[config.mk]
export PLATFORM = sky130hd
export DESIGN_NAME = parking_gate_arbiter_flat
export DESIGN_NICKNAME = d
export VERILOG_FILES = /design/src/rtl/parking_gate_arbiter_if.sv /design/src/rtl/parking_gate_arbiter.sv /design/src/flat_wrapper.sv
export SDC_FILE = /design/constraint.sdc
export NUM_CORES = 1
export LEC_CHECK = 0
export CAP_MARGIN = 20
export CELL_PAD_IN_SITES_DETAIL_PLACEMENT = 1
export CELL_PAD_IN_SITES_GLOBAL_PLACEMENT = 1
export CORE_MARGIN = 3
export CORE_UTILIZATION = 40
export DETAILED_ROUTE_END_ITERATION = 6
export MAX_ROUTING_LAYER = met4
export PLACE_DENSITY = 0.85
export SYNTH_ARGS = -nofsm -noshare
export SYNTH_HDL_FRONTEND = slang
export SYNTH_SLANG_ARGS = --single-unit
[constraint.sdc]
create_clock -name clock -period 8.8 [get_ports clock]
set_input_delay 1.76 -clock clock [delete_from_list [all_inputs] [get_ports clock]]
set_output_delay 1.76 -clock clock [all_outputs]
set_load 0.03 [all_outputs]
[src/rtl/parking_gate_arbiter_if.sv]
// Gate-side handshake and occupancy status bundle for parking_gate_arbiter.
// master = gate sensors/keypads and display side, slave = the arbiter.
interface parking_gate_arbiter_if;
    logic       entry_req;
    logic       exit_req;
    logic [2:0] exit_slot;
    logic [7:0] exit_code;
    logic       entry_ack;
    logic       entry_grant;
    logic [2:0] entry_slot;
    logic [7:0] entry_code;
    logic       exit_ack;
    logic       exit_grant;
    logic       entry_gate_open;
    logic       exit_gate_open;
    logic [7:0] occupancy;
    logic [3:0] available_slots;
    logic       full;

    modport master (
        output entry_req, exit_req, exit_slot, exit_code,
        input  entry_ack, entry_grant, entry_slot, entry_code,
        input  exit_ack, exit_grant, entry_gate_open, exit_gate_open,
        input  occupancy, available_slots, full
    );

    modport slave (
        input  entry_req, exit_req, exit_slot, exit_code,
        output entry_ack, entry_grant, entry_slot, entry_code,
        output exit_ack, exit_grant, entry_gate_open, exit_gate_open,
        output occupancy, available_slots, full
    );
endinterface

[src/rtl/parking_gate_arbiter.sv]
// Round-robin arbiter for one entry and one exit gate sharing an 8-slot
// occupancy table; resolves one request at a time, then runs its barrier window.
module parking_gate_arbiter #(
    parameter int unsigned GATE_OPEN_CYCLES = 4
) (
    input logic                  clock,
    input logic                  gl_reset,
    parking_gate_arbiter_if.slave gate
);
    localparam int unsigned TW = (GATE_OPEN_CYCLES > 1) ? $clog2(GATE_OPEN_CYCLES) : 1;

    typedef enum logic [1:0] {IDLE, ACK, GATE} state_t;

    state_t        state;
    state_t        state_next;
    logic [TW-1:0] timer;

    logic       favor_entry;
    logic       served_entry;
    logic       entry_ack_q;
    logic       entry_grant_q;
    logic [2:0] entry_slot_q;
    logic [7:0] entry_code_q;
    logic       exit_ack_q;
    logic       exit_grant_q;
    logic [7:0] occupancy_q;
    logic [3:0] available_q;
    logic       full_q;

    logic       take;
    logic       serve_entry;
    logic       exit_ok;
    logic       free_found;
    logic [2:0] free_idx;
    logic [7:0] occ_next;
    logic [3:0] occ_count;

    function automatic logic [7:0] slot_code(input logic [2:0] s);
        case (s)
            3'd0:    return 8'd1;
            3'd1:    return 8'd3;
            3'd2:    return 8'd6;
            3'd3:    return 8'd11;
            3'd4:    return 8'd19;
            3'd5:    return 8'd32;
            3'd6:    return 8'd53;
            default: return 8'd87;
        endcase
    endfunction

    assign take        = (state == IDLE) && (gate.entry_req || gate.exit_req);
    assign serve_entry = gate.entry_req && (!gate.exit_req || favor_entry);
    assign exit_ok     = occupancy_q[gate.exit_slot] &&
                         (gate.exit_code == slot_code(gate.exit_slot));

    always_comb begin
        free_found = 1'b0;
        free_idx   = '0;
        for (int unsigned i = 0; i < 8; i++) begin
            if (!occupancy_q[i] && !free_found) begin
                free_found = 1'b1;
                free_idx   = 3'(i);
            end
        end
    end

    // Occupancy as it would look after serving the currently selected side.
    always_comb begin
        occ_next = occupancy_q;
        if (serve_entry) begin
            if (free_found) occ_next[free_idx] = 1'b1;
        end else if (exit_ok) begin
            occ_next[gate.exit_slot] = 1'b0;
        end
        occ_count = '0;
        for (int unsigned i = 0; i < 8; i++) begin
            occ_count = occ_count + 4'(occ_next[i]);
        end
    end

    always_ff @(posedge clock) begin
        if (gl_reset) state <= IDLE;
        else          state <= state_next;
    end

    always_comb begin
        state_next = state;
        case (state)
            IDLE: if (take) state_next = ACK;
            ACK:  state_next = (entry_grant_q || exit_grant_q) ? GATE : IDLE;
            GATE: if (timer == '0) state_next = IDLE;
            default: state_next = IDLE;
        endcase
    end

    always_comb begin
        gate.entry_gate_open = (state == GATE) && served_entry;
        gate.exit_gate_open  = (state == GATE) && !served_entry;
    end

    always_ff @(posedge clock) begin
        if (gl_reset) begin
            timer         <= '0;
            favor_entry   <= 1'b0;
            served_entry  <= 1'b0;
            entry_ack_q   <= 1'b0;
            entry_grant_q <= 1'b0;
            entry_slot_q  <= '0;
            entry_code_q  <= '0;
            exit_ack_q    <= 1'b0;
            exit_grant_q  <= 1'b0;
            occupancy_q   <= '0;
            available_q   <= 4'd8;
            full_q        <= 1'b0;
        end else begin
            entry_ack_q   <= 1'b0;
            entry_grant_q <= 1'b0;
            entry_slot_q  <= '0;
            entry_code_q  <= '0;
            exit_ack_q    <= 1'b0;
            exit_grant_q  <= 1'b0;

            if (state == ACK) begin
                timer <= TW'(GATE_OPEN_CYCLES - 1);
            end else if (state == GATE && timer != '0) begin
                timer <= timer - TW'(1);
            end

            if (take) begin
                served_entry <= serve_entry;
                favor_entry  <= !serve_entry;
                occupancy_q  <= occ_next;
                available_q  <= 4'd8 - occ_count;
                full_q       <= (occ_next == 8'hFF);
                if (serve_entry) begin
                    entry_ack_q <= 1'b1;
                    if (free_found) begin
                        entry_grant_q <= 1'b1;
                        entry_slot_q  <= free_idx;
                        entry_code_q  <= slot_code(free_idx);
                    end
                end else begin
                    exit_ack_q   <= 1'b1;
                    exit_grant_q <= exit_ok;
                end
            end
        end
    end

    assign gate.entry_ack       = entry_ack_q;
    assign gate.entry_grant     = entry_grant_q;
    assign gate.entry_slot      = entry_slot_q;
    assign gate.entry_code      = entry_code_q;
    assign gate.exit_ack        = exit_ack_q;
    assign gate.exit_grant      = exit_grant_q;
    assign gate.occupancy       = occupancy_q;
    assign gate.available_slots = available_q;
    assign gate.full            = full_q;
endmodule

[src/flat_wrapper.sv]
// flat-port wrapper written by rule: the top's interface ports become plain ports
module parking_gate_arbiter_flat 
#(
    parameter int unsigned GATE_OPEN_CYCLES = 4
)
  (clock, gl_reset, gate_entry_req, gate_exit_req, gate_exit_slot, gate_exit_code, gate_entry_ack, gate_entry_grant, gate_entry_slot, gate_entry_code, gate_exit_ack, gate_exit_grant, gate_entry_gate_open, gate_exit_gate_open, gate_occupancy, gate_available_slots, gate_full);
  parking_gate_arbiter_if gate_i ();
  input logic clock;
  input logic gl_reset;
  input wire logic [$bits(gate_i.entry_req)-1:0] gate_entry_req;
  input wire logic [$bits(gate_i.exit_req)-1:0] gate_exit_req;
  input wire logic [$bits(gate_i.exit_slot)-1:0] gate_exit_slot;
  input wire logic [$bits(gate_i.exit_code)-1:0] gate_exit_code;
  output wire logic [$bits(gate_i.entry_ack)-1:0] gate_entry_ack;
  output wire logic [$bits(gate_i.entry_grant)-1:0] gate_entry_grant;
  output wire logic [$bits(gate_i.entry_slot)-1:0] gate_entry_slot;
  output wire logic [$bits(gate_i.entry_code)-1:0] gate_entry_code;
  output wire logic [$bits(gate_i.exit_ack)-1:0] gate_exit_ack;
  output wire logic [$bits(gate_i.exit_grant)-1:0] gate_exit_grant;
  output wire logic [$bits(gate_i.entry_gate_open)-1:0] gate_entry_gate_open;
  output wire logic [$bits(gate_i.exit_gate_open)-1:0] gate_exit_gate_open;
  output wire logic [$bits(gate_i.occupancy)-1:0] gate_occupancy;
  output wire logic [$bits(gate_i.available_slots)-1:0] gate_available_slots;
  output wire logic [$bits(gate_i.full)-1:0] gate_full;
  assign gate_i.entry_req = gate_entry_req;
  assign gate_i.exit_req = gate_exit_req;
  assign gate_i.exit_slot = gate_exit_slot;
  assign gate_i.exit_code = gate_exit_code;
  assign gate_entry_ack = gate_i.entry_ack;
  assign gate_entry_grant = gate_i.entry_grant;
  assign gate_entry_slot = gate_i.entry_slot;
  assign gate_entry_code = gate_i.entry_code;
  assign gate_exit_ack = gate_i.exit_ack;
  assign gate_exit_grant = gate_i.exit_grant;
  assign gate_entry_gate_open = gate_i.entry_gate_open;
  assign gate_exit_gate_open = gate_i.exit_gate_open;
  assign gate_occupancy = gate_i.occupancy;
  assign gate_available_slots = gate_i.available_slots;
  assign gate_full = gate_i.full;
  parking_gate_arbiter #(.GATE_OPEN_CYCLES(GATE_OPEN_CYCLES)) u_core (.clock(clock), .gl_reset(gl_reset), .gate(gate_i));
endmodule
# Word level (Yosys, flattened, before mapping)

Index checks and enable logic that the tools add are counted.
W data, S select, Z words.

Flip-flop bits (word level): 34
Bits in latches: 0
RAM bits: 0
Bits in read-only memories: 0
Bits of input ports: 15
Word-level logic and storage cells: 130
Memories kept: 0

$add $sub $neg: 9
Multiply operators: 0
Divide/modulo/power cells: 0
Order comparisons: 4
Equality and inequality tests: 18
Shift-type cells: 0
Muxes and demuxes: 35
Bitwise logic cells: 6
Reductions and logical operators: 45

Operators with widths:

| cell                 | count |
|---|---|
| $pmux W7 S7          | 2 |
| $add A4 B1 Y4        | 6 |
| $mux W8              | 3 |
| $eq A3 B3 Y1 const B | 6 |
| $logic_not A1 Y1     | 16 |
| $logic_and A1 B1 Y1  | 15 |
| $mux W1              | 15 |
| $mux W2              | 7 |
| $eq A3 B2 Y1 const B | 4 |
| $mux W3              | 4 |
| $and A8 B8 Y8        | 1 |
| $eq A8 B7 Y1         | 1 |
| $eq A8 B8 Y1 const B | 1 |
| $lt A3 B4 Y1 const B | 2 |
| $not A8 Y8           | 1 |
| $or A8 B8 Y8         | 1 |
| $demux W1 S3         | 2 |
| $eq A3 B1 Y1 const B | 2 |
| $ge A3 B1 Y1 const B | 2 |
| $logic_not A3 Y1     | 2 |
| $pmux W2 S3          | 1 |
| $reduce_or A3 Y1     | 2 |
| $logic_not A2 Y1     | 2 |
| $ne A2 B1 Y1 const B | 2 |
| other kinds (12)     | 17 |

# Logic depth before layout (Yosys ltp)

Gate-level depths: netlist of run 1.

Depth in word-level cells: 36
Gate-level depth with buffers: 19

# Worst setup path before layout of run 1

No wires, ideal clock.

Path type: input-to-reg
From: input port gate_exit_req
To: register u_core.available_q[3], in the netlist u_core.gate.available_slots[3]
Arrival time: 5,288 ps
Path slack: 3,392 ps
Cell stages on the path: 14
Buffers on the path: 1
Cells stage by stage: or2b_1 > a221oi_2 > nand4_2 > nor4_2 > buf_4 > o2bb2ai_1 > fa_1 > ha_1 > fa_1 > fa_1 > ha_1 > xnor2_1 > nor2_1 > a211o_1

Word-level cells in the longest chain between the ends: 12
Elaborated cells on any way between the ends: 14
Those cells by class: add/sub (8); mux (1); reduce/logical (5)

RTL lines:

| element                     | RTL line                    | text |
|---|---|---|
| start, declared             | flat_wrapper.sv:11          | `input wire logic [$bits(gate_i.exit_req)-1:0] gate_exit_req;` |
| $logic_not A1 Y1            | parking_gate_arbiter.sv:52  | `assign serve_entry = gate.entry_req && (!gate.exit_req \|\| favor_entry);` |
| $logic_or A1 B1 Y1          | parking_gate_arbiter.sv:52  |  |
| $logic_and A1 B1 Y1         | parking_gate_arbiter.sv:52  |  |
| $mux W8                     | parking_gate_arbiter.sv:70  | `if (serve_entry) begin` |
| $add A1 B1 Y2               | parking_gate_arbiter.sv:77  | `occ_count = occ_count + 4'(occ_next[i]);` |
| $add A4 B1 Y4 (6 in series) | parking_gate_arbiter.sv:77  |  |
| $sub A4 B4 Y4               | parking_gate_arbiter.sv:133 | `available_q <= 4'd8 - occ_count;` |
| end signal, assigned        | parking_gate_arbiter.sv:133 |  |
| end, declared               | parking_gate_arbiter.sv:27  | `logic [3:0] available_q;` |

Several ways; a longest one is shown, not always the timed one.
A chain may end at the register's enable or synchronous reset.

# Worst setup path after layout of run 1

From: input port gate_exit_slot[0]
To: register u_core.available_q[3], in the netlist u_core.gate.available_slots[3]

Word-level cells in the longest chain between the ends: 16
Elaborated cells on any way between the ends: 29
Those cells by class: add/sub (8); order compare (2); eq/ne (7); mux (7); bitwise (2); reduce/logical (3)

RTL lines:

| element                                                                   | RTL line                    | text |
|---|---|---|
| start, declared                                                           | flat_wrapper.sv:12          | `input wire logic [$bits(gate_i.exit_slot)-1:0] gate_exit_slot;` |
| $lt A3 B4 Y1 (implied by the code) / $ge A3 B1 Y1 (equally long branches) | parking_gate_arbiter.sv:73  | `occ_next[gate.exit_slot] = 1'b0;` |
| $logic_and A1 B1 Y1 (implied by the code)                                 | parking_gate_arbiter.sv:73  |  |
| $mux W1 (implied by the code)                                             | parking_gate_arbiter.sv:73  |  |
| $demux W1 S3                                                              | --                          |  |
| $not A8 Y8 (no source line)                                               | --                          |  |
| $and A8 B8 Y8 (no source line)                                            | --                          |  |
| $mux W8 *                                                                 | parking_gate_arbiter.sv:72  | `end else if (exit_ok) begin` |
| $mux W8 *                                                                 | parking_gate_arbiter.sv:70  |  |
| $add A1 B1 Y2                                                             | parking_gate_arbiter.sv:77  |  |
| $add A4 B1 Y4 (5 in series)                                               | parking_gate_arbiter.sv:77  |  |
| $add A4 B1 Y4 *                                                           | parking_gate_arbiter.sv:77  |  |
| $sub A4 B4 Y4 *                                                           | parking_gate_arbiter.sv:133 |  |

Every way passes the cells marked *; elsewhere a longest branch is shown, timed or not. The select of a mux whose other input is x is not followed.

==> results by group, run 1 <==
Yosys
  • Dominant synthesized flop cell: dfxtp_1
  • Synth warnings: 0
  • Number of synthesized flops with an enable pin: 0
  • Sequential fraction of the synthesis area: 0.314
  • FFs w/ async S/R, synth: 0
  • Synth Register Bits: 33
  • Synthesized cell area: ~2100 sq um
  • Mapped Cells: approximately 260
  • Avg Cell Area, Syn: 8.16 sq um
  • Syn_nets: 286
  • Synth cell types: 64

Worst setup path
  • Max stage delay on crit path: 0.89 ns
  • CP Launch Type: input pin
  • Critical Path RT: approximately 9 ns
  • Crit Path Class: input pin to flip-flop
  • Slowest stage cell, crit path: nor4_2
  • CP Capture Type: flip-flop
  • Peak fanout along the critical path: 15
  • Critical-path cell list: clkdlybuf4s50_1 > and2b_1 > a221oi_1 > o22a_1 > nor4_2 > a31o_2 > fa_1 > ha_1 > fa_1 > fa_1 > ha_1 > xnor2_1 > nor2_1 > a211o_1
  • Cell mode on critical path: fa_1
  • Crit path DAT: slightly below 7 ns

Place
  • I/O Buffers: between 40 and 50
  • Routability cong.: 0.886
  • Dpl cells: 354
  • Hpwl dp: between 4 and 5 mm

Route
  • Post-Route WL: around 6.3 mm
  • Drt pass-1 iters: 4
  • Antenna-violating nets left: 0
  • DR iter-0 viols: about 190
  • DRC viols: 0
  • Vias: around 2100
  • Vias/cell: roughly 5.9
  • Drt wl/cell: approximately 18 um

Layout
  • Layout area overhead: 26.5%
  • Final Net Count: about 320
  • Final std cells w/o fill: between 300 and 400
  • Layout cells sized above 1: 0.0610
  • Diodes inserted: 0
  • Fillcell total: between 600 and 700

Global route
  • Vias in the first global route: 2187
  • Total GRT Usage: 0.230
  • Largest net degree at the start of global routing: 19
  • Initial antenna violation count: 0
  • Total grt overflow: 0
  • First-pass GRT wire length: 10.9 mm

STA
  • Setup TNS: 0 ns
  • Fmax: 153 MHz
  • Max Clock Skew: around 0.011 ns
  • Count of final hold-check violations: 0
  • RSZ-0062 raised after global routing: no
  • Slew margin rel.: 0.280
  • Max-slew violation count: 0
  • Post-layout minimum cycle time: approximately 6.5 ns
  • Period utilization: 0.744
  • Measured slew at the worst slew-check pin: 1.07 ns
  • # setup viols final: 0

Floorplanning
  • Die X: around 80 um
  • Total die area: approximately 6200 sq um
  • Core ar.: 4910 sq um
  • Die Y: 78.6 um
  • # IOs: 45
  • Initial core utilization: 0.429
  • Row Count: 25

Clock network
  • CTS tree: yes
  • CTS clk-pin slew, worst paths: about 0.070 ns
  • Hold buffer count at cts: 0
  • H-tree depth: 2
  • Clk sinks: 33
  • Clock Tree Buf Depth: 2
  • CTS root buf: clkbuf_8
  • Post-cts sizing count: 0
  • CTS Buf Count: 5
  • Setup bufs post-CTS: 0
  • Skew-Pair Late Insertion Delay: around 0.29 ns

Outcome
  • Status: finished clean

Pwr
  • IR drop worst, VDD: slightly above 0.1 mV
  • Design Power: 0.389 mW
  • Cell Pwr Density: about 150 nW/um^2
  • Leakage: 0.999 nW

Worst hold path
  • Tightest Hold Check Type: flip-flop to flip-flop

Job
  • Max-cap violations: 0
## worst max-delay path: cells and delay by family
kind	cells	cell delay (ns)
adders and majority gates	5	1.79
AOI/OAI and AO/OA	4	0.99
xor gates and xnor gates	1	0.16
buffers and inverters	1	0.79
and+or+nand+nor	3	1.24
## layout by cell type, fill, tap and decap left out, types with 3 or more instances in the layout
cell              n
and3_1            3
clkdlybuf4s50_1  43
dfxtp_1          33
nor2_1           24
nand2_1          23
o21ai_0           3
a21oi_1          11
a21o_1            4
a31oi_1           7
nor3_1           14
nor4_1            3
clkbuf_8          6
and2_1            5
nand3_1           4
a211oi_1          6
o31ai_1           3
ha_1             10
nor2b_1           6
inv_1            19
fa_1              3
a41oi_1           6
## power by group
group	switching [mW]	internal, mW	total (mW)
registers	0.00580	0.156	0.162
logic	0.0451	0.0311	0.0762
clock network	0.0584	0.0923	0.151
total	0.109	0.279	0.389
## metal layers
layer / track usage / vias to the layer above / wire (um)
met1: 0.277 / 1030 / 2570
met2: 0.382 / 86 / 3140
met4: 0.0892 / 0 / 142
li1: - / 1013 / -
met3: 0.0390 / 11 / 490
met5: - / - / 0
## cell families (layout without fill, tap and decap cells)
group | Yosys count | in the layout | share of synthesized area
and+or+nand+nor | 103 | 103 | 0.261
adders and majority gates | 13 | 13 | 0.0879
muxes | 2 | 2 | 0.00951
DFF | 33 | 33 | 0.314
AOI/OAI and AO/OA | 68 | 68 | 0.242
xor gates and xnor gates | 2 | 2 | 0.00832
other | 1 | 1 | 0.00178
buffers and inverters | 36 | 73 | 0.0755
## cell type report
type | count | area, sq um | share of cell area
flip-flops and latches | 33 | 661 | 0.248
clock buffers | 7 | 86.3 | 0.0324
repair buffers | 44 | 438 | 0.164
inverters | 21 | 78.8 | 0.0296
clock inverters | 1 | 30.0 | 0.0113
well taps | 67 | 83.8 | 0.0315
multi-input cells | 189 | 1290 | 0.483
## registers in the layout (all words and copies together), names as in the netlist
name / cells
u_core.timer: 2
u_core.gate.full: 1
u_core.served_entry: 1
u_core.gate.available_slots: 4
u_core.gate.exit_grant: 1
u_core.gate.entry_ack: 1
u_core.favor_entry: 1
u_core.gate.entry_grant: 1
u_core.gate.entry_code: 7
u_core.gate.entry_slot: 3
u_core.state: 2
u_core.gate.exit_ack: 1
u_core.gate.occupancy: 8
## path summary, 6_finish.rpt
kind | from | endpoint | slack (ns) | depth (start not counted)
worst max-delay path | gate_exit_slot[0] | u_core.gate.available_slots[3]$_SDFFE_PP1P_ | 2.26 | 14
worst max register to register | u_core.gate.occupancy[0]$_SDFFE_PP0P_ | u_core.gate.available_slots[3]$_SDFFE_PP1P_ | 3.96 | 13
worst min register to register | u_core.gate.available_slots[2]$_SDFFE_PP0P_ | u_core.gate.available_slots[2]$_SDFFE_PP0P_ | 0.46 | 2
worst min-delay path | u_core.gate.available_slots[2]$_SDFFE_PP0P_ | u_core.gate.available_slots[2]$_SDFFE_PP0P_ | 0.46 | 2
## metrics by stage
step	cell area (sq um)	hold slack [ns]	setup WS, ns	util
floorplan	2110	0.465	3.39	-
global placement	2550	0.445	2.11	0.519
detailed placement	2550	0.454	2.01	0.519
CTS	2660	0.466	2.29	0.542
global route	2660	0.498	1.99	0.542
finish	2660	0.458	2.26	0.542
## Yosys cell counts (3+ instances only)
cell type / count / area (sq um)
nand3_1: 4 / 20.0
fa_1: 3 / 60.1
o31ai_1: 3 / 22.5
and2_1: 5 / 31.3
nor2_1: 24 / 90.1
ha_1: 10 / 125
a31oi_1: 7 / 43.8
o21ai_0: 3 / 15.0
inv_1: 19 / 71.3
buf_4: 4 / 30.0
dfxtp_1: 33 / 661
a41oi_1: 6 / 52.6
a211oi_1: 6 / 45.0
nand2_1: 23 / 86.3
a21o_1: 4 / 30.0
a21oi_1: 11 / 55.1
nor4_1: 3 / 18.8
nor3_1: 14 / 70.1
nor2b_1: 6 / 37.5
and3_1: 3 / 18.8
clkbuf_1: 9 / 33.8
Power figures use the tool's default switching activity.
==> inputs of run 2 (changes only) <==
--- a/config.mk
+++ b/config.mk
@@ -9,10 +9,10 @@
 export CELL_PAD_IN_SITES_DETAIL_PLACEMENT = 1
 export CELL_PAD_IN_SITES_GLOBAL_PLACEMENT = 1
 export CORE_MARGIN = 3
-export CORE_UTILIZATION = 40
+export CORE_UTILIZATION = 37
 export DETAILED_ROUTE_END_ITERATION = 6
 export MAX_ROUTING_LAYER = met4
-export PLACE_DENSITY = 0.85
+export PLACE_DENSITY = 0.79
 export SYNTH_ARGS = -nofsm -noshare
 export SYNTH_HDL_FRONTEND = slang
 export SYNTH_SLANG_ARGS = --single-unit
==> constraint.sdc (replaced) <==
create_clock -name clock -period 6.05 [get_ports clock]
set_input_delay 1.21 -clock clock [delete_from_list [all_inputs] [get_ports clock]]
set_output_delay 1.21 -clock clock [all_outputs]
set_load 0.03 [all_outputs]
==> run 2 against run 1 <==
First-iteration DRC count grew 0.53%. Clock power grew 43%. Global-route usage shrank 2.5 points. Die area rose by 7.5%. Critical path depth rose by 1. Sequential power grew 45%. Utilization decreased by 3.5 points. Count of clock-buffer cells in the layout stayed put. Non-clock buffer count rose by 3. Clock skew shrank 0.0072 ns. Largest cell class unchanged. Largest power group unchanged. Highest routed layer unchanged.
==> results by group, run 2 (same netlist as run 1, synthesis figures left out) <==
Outcome
  • Status: finished clean

Worst setup path
  • Crit path DAT: 5.68 ns (-1.05 ns)
  • Worst setup path startpoint: gate_exit_slot[2]
  • Critical-path cell list: clkdlybuf4s50_1 > and2b_1 > a221oi_1 > o22a_1 > nor4_2 > buf_4 > a31o_2 > fa_1 > ha_1 > fa_1 > fa_1 > ha_1 > xnor2_1 > nor2_1 > a211o_1
  • R2r endpoint: u_core.gate.available_slots[3]$_SDFFE_PP1P_
  • Worst setup path endpoint: u_core.gate.available_slots[3]$_SDFFE_PP1P_
  • Max stage delay on crit path: 0.76 ns (-0.13 ns)
  • CP Capture Type: flip-flop
  • FF-to-FF path depth: 13 (unchanged)
  • Peak fanout along the critical path: 15 (unchanged)
  • R2R Setup Slk: 1.78 ns (-2.18 ns)
  • Reg2reg start: u_core.gate.occupancy[2]$_SDFFE_PP0P_
  • Slowest stage cell, crit path: clkdlybuf4s50_1
  • Crit Path Class: input pin to flip-flop
  • Critical Path RT: 6.23 ns (-2.75 ns)
  • CP Launch Type: input pin
  • Cell mode on critical path: fa_1

Layout
  • Max reg flops: 8 (unchanged)
  • Final Net Count: 325 (+0.93%)
  • Diodes inserted: 0 (unchanged)
  • Most common cell after layout, fill and taps aside: clkdlybuf4s50_1
  • Commonest non-fill, non-tap cells in the layout: clkdlybuf4s50_1 (43), dfxtp_1 (33), nor2_1 (24)
  • Layout area overhead: 27.7%
  • Final std cells w/o fill: 368 (+1.7%)
  • Final Instance Area: 2690 sq um (+0.99%)
  • Final core occ: 0.507 (-0.0351)
  • Layout cells sized above 1: 0.0705 (+0.00945)

Route
  • Drt wl/cell: 17.1 um (-2.4%)
  • Post-Route WL: 6.29 mm (-0.80%)
  • Drt pass-1 iters: 4 (unchanged)
  • Vias: 2109 (-1.4%)
  • Top sig layer: met4
  • Routed met3 length: 361 um (-26%)
  • WL met2: 2.94 mm (-6.3%)
  • DRC viols: 0 (unchanged)
  • Vias/cell: 5.73 (-3.1%)
  • DR iter-0 viols: 190 (+0.53%)
  • Antenna-violating nets left: 0 (unchanged)
  • Length of routed wiring on met1: 2.84 mm (+11%)

Pwr
  • Cell Pwr Density: 209 nW/um^2 (+43%)
  • IR drop worst, VDD: 0.0928 mV (-8.5%)
  • Design Power: 0.562 mW (+45%)
  • Leakage: 1.01 nW (+1.6%)

Place
  • Placement Cell Area: 2570 sq um (+1.0%)
  • I/O Buffers: 43 (unchanged)
  • Hpwl dp: 4.82 mm (-0.11%)
  • Dpl cells: 360 (+1.7%)
  • Pre-CTS WS: 0.259 ns (-1.75 ns)
  • Routability cong.: 0.949 (+7.0%)

STA
  • Slew margin rel.: 0.522 (+0.243)
  • Count of final hold-check violations: 0 (unchanged)
  • Fin Hold WS: 0.465 ns (+0.00623 ns)
  • Period utilization: 0.910
  • Post-layout minimum cycle time: 5.50 ns
  • Fmax: 182 MHz
  • Measured slew at the worst slew-check pin: 0.715 ns (-0.357 ns)
  • Max-slew violation count: 0 (unchanged)
  • Max Clock Skew: 0.00415 ns (-0.00723 ns)
  • # setup viols final: 0 (unchanged)
  • RSZ-0062 raised after global routing: no
  • Final setup margin: 0.546 ns (-1.71 ns)
  • Setup TNS: 0 ns (unchanged)

Worst hold path
  • Tightest Hold Check Type: flip-flop to flip-flop
  • Min-Delay Startpoint: u_core.gate.available_slots[0]$_SDFFE_PP0P_

Clock network
  • CTS root buf: clkbuf_8
  • Clk sinks: 33 (unchanged)
  • Hold buffer count at cts: 0 (unchanged)
  • Clock Tree Buf Depth: 2 (unchanged)
  • CTS tree: yes
  • Setup bufs post-CTS: 0 (unchanged)
  • CTS clk-pin slew, worst paths: 0.07 ns (about the same)
  • H-tree depth: 2 (unchanged)
  • Skew-Pair Late Insertion Delay: 0.28 ns (about the same)
  • CTS Buf Count: 5 (unchanged)
  • Post-cts sizing count: 0 (unchanged)

Floorplanning
  • Die Y: 81.4 um (+3.7%)
  • Total die area: 6630 sq um (+7.5%)
  • # IOs: 45 (unchanged)
  • Die X: 81.4 um (+3.7%)
  • Core ar.: 5300 sq um (+8.0%)
  • Row Count: 26 (+4.0%)
  • Initial core utilization: 0.397 (-0.0317)

Job
  • Max-cap violations: 0 (unchanged)

Global route
  • Total grt overflow: 0 (unchanged)
  • Initial antenna violation count: 0 (unchanged)
  • Total GRT Usage: 0.205 (-0.0249)
  • Largest net degree at the start of global routing: 19 (unchanged)
  • First-pass GRT wire length: 10.1 mm (-7.1%)
  • Vias in the first global route: 2048 (-6.4%)
-- run 2: worst min path at each step --
stage                                                        endpoint  depth (start not counted)
after floorplan                       u_core.favor_entry$_SDFFE_PP0P_                          2
after global placement    u_core.gate.available_slots[1]$_SDFFE_PP0P_                          2
after detailed placement  u_core.gate.available_slots[0]$_SDFFE_PP0P_                          2
after CTS                 u_core.gate.available_slots[0]$_SDFFE_PP0P_                          2
after global routing      u_core.gate.available_slots[2]$_SDFFE_PP0P_                          2
final                     u_core.gate.available_slots[0]$_SDFFE_PP0P_                          2
-- run 2: worst max-delay path, delay by kind of cell --
| kind | cells | cell delay, ns |
|---|---|---|
| xor gates and xnor gates | 1 | 0.17 |
| AOI/OAI and AO/OA | 4 | 1.11 |
| buffers and inverters | 2 | 0.95 |
| and+or+nand+nor | 3 | 0.42 |
| adders and majority gates | 5 | 1.81 |
-- run 2: area by class of cell --
class | instances | area, sq um
clock buffer | 7 | 86.3
clock inverter | 1 | 30.0
fill | 657 | 2610
inverter | 21 | 78.8
multi-input combinational | 189 | 1290
sequential | 33 | 661
tap | 70 | 87.6
timing repair buffer | 47 | 460
-- run 2: power by group --
group | switching, mW | internal [mW]
logic | 0.0656 | 0.0462
clock network | 0.0816 | 0.134
registers | 0.00776 | 0.227
-- run 2: routing by layer --
metal | track usage | vias to the layer above
met3 | 0.0362 | 11
li1 | - | 1023
met1 | 0.255 | 1010
met5 | - | -
met2 | 0.332 | 65
met4 | 0.0760 | 0
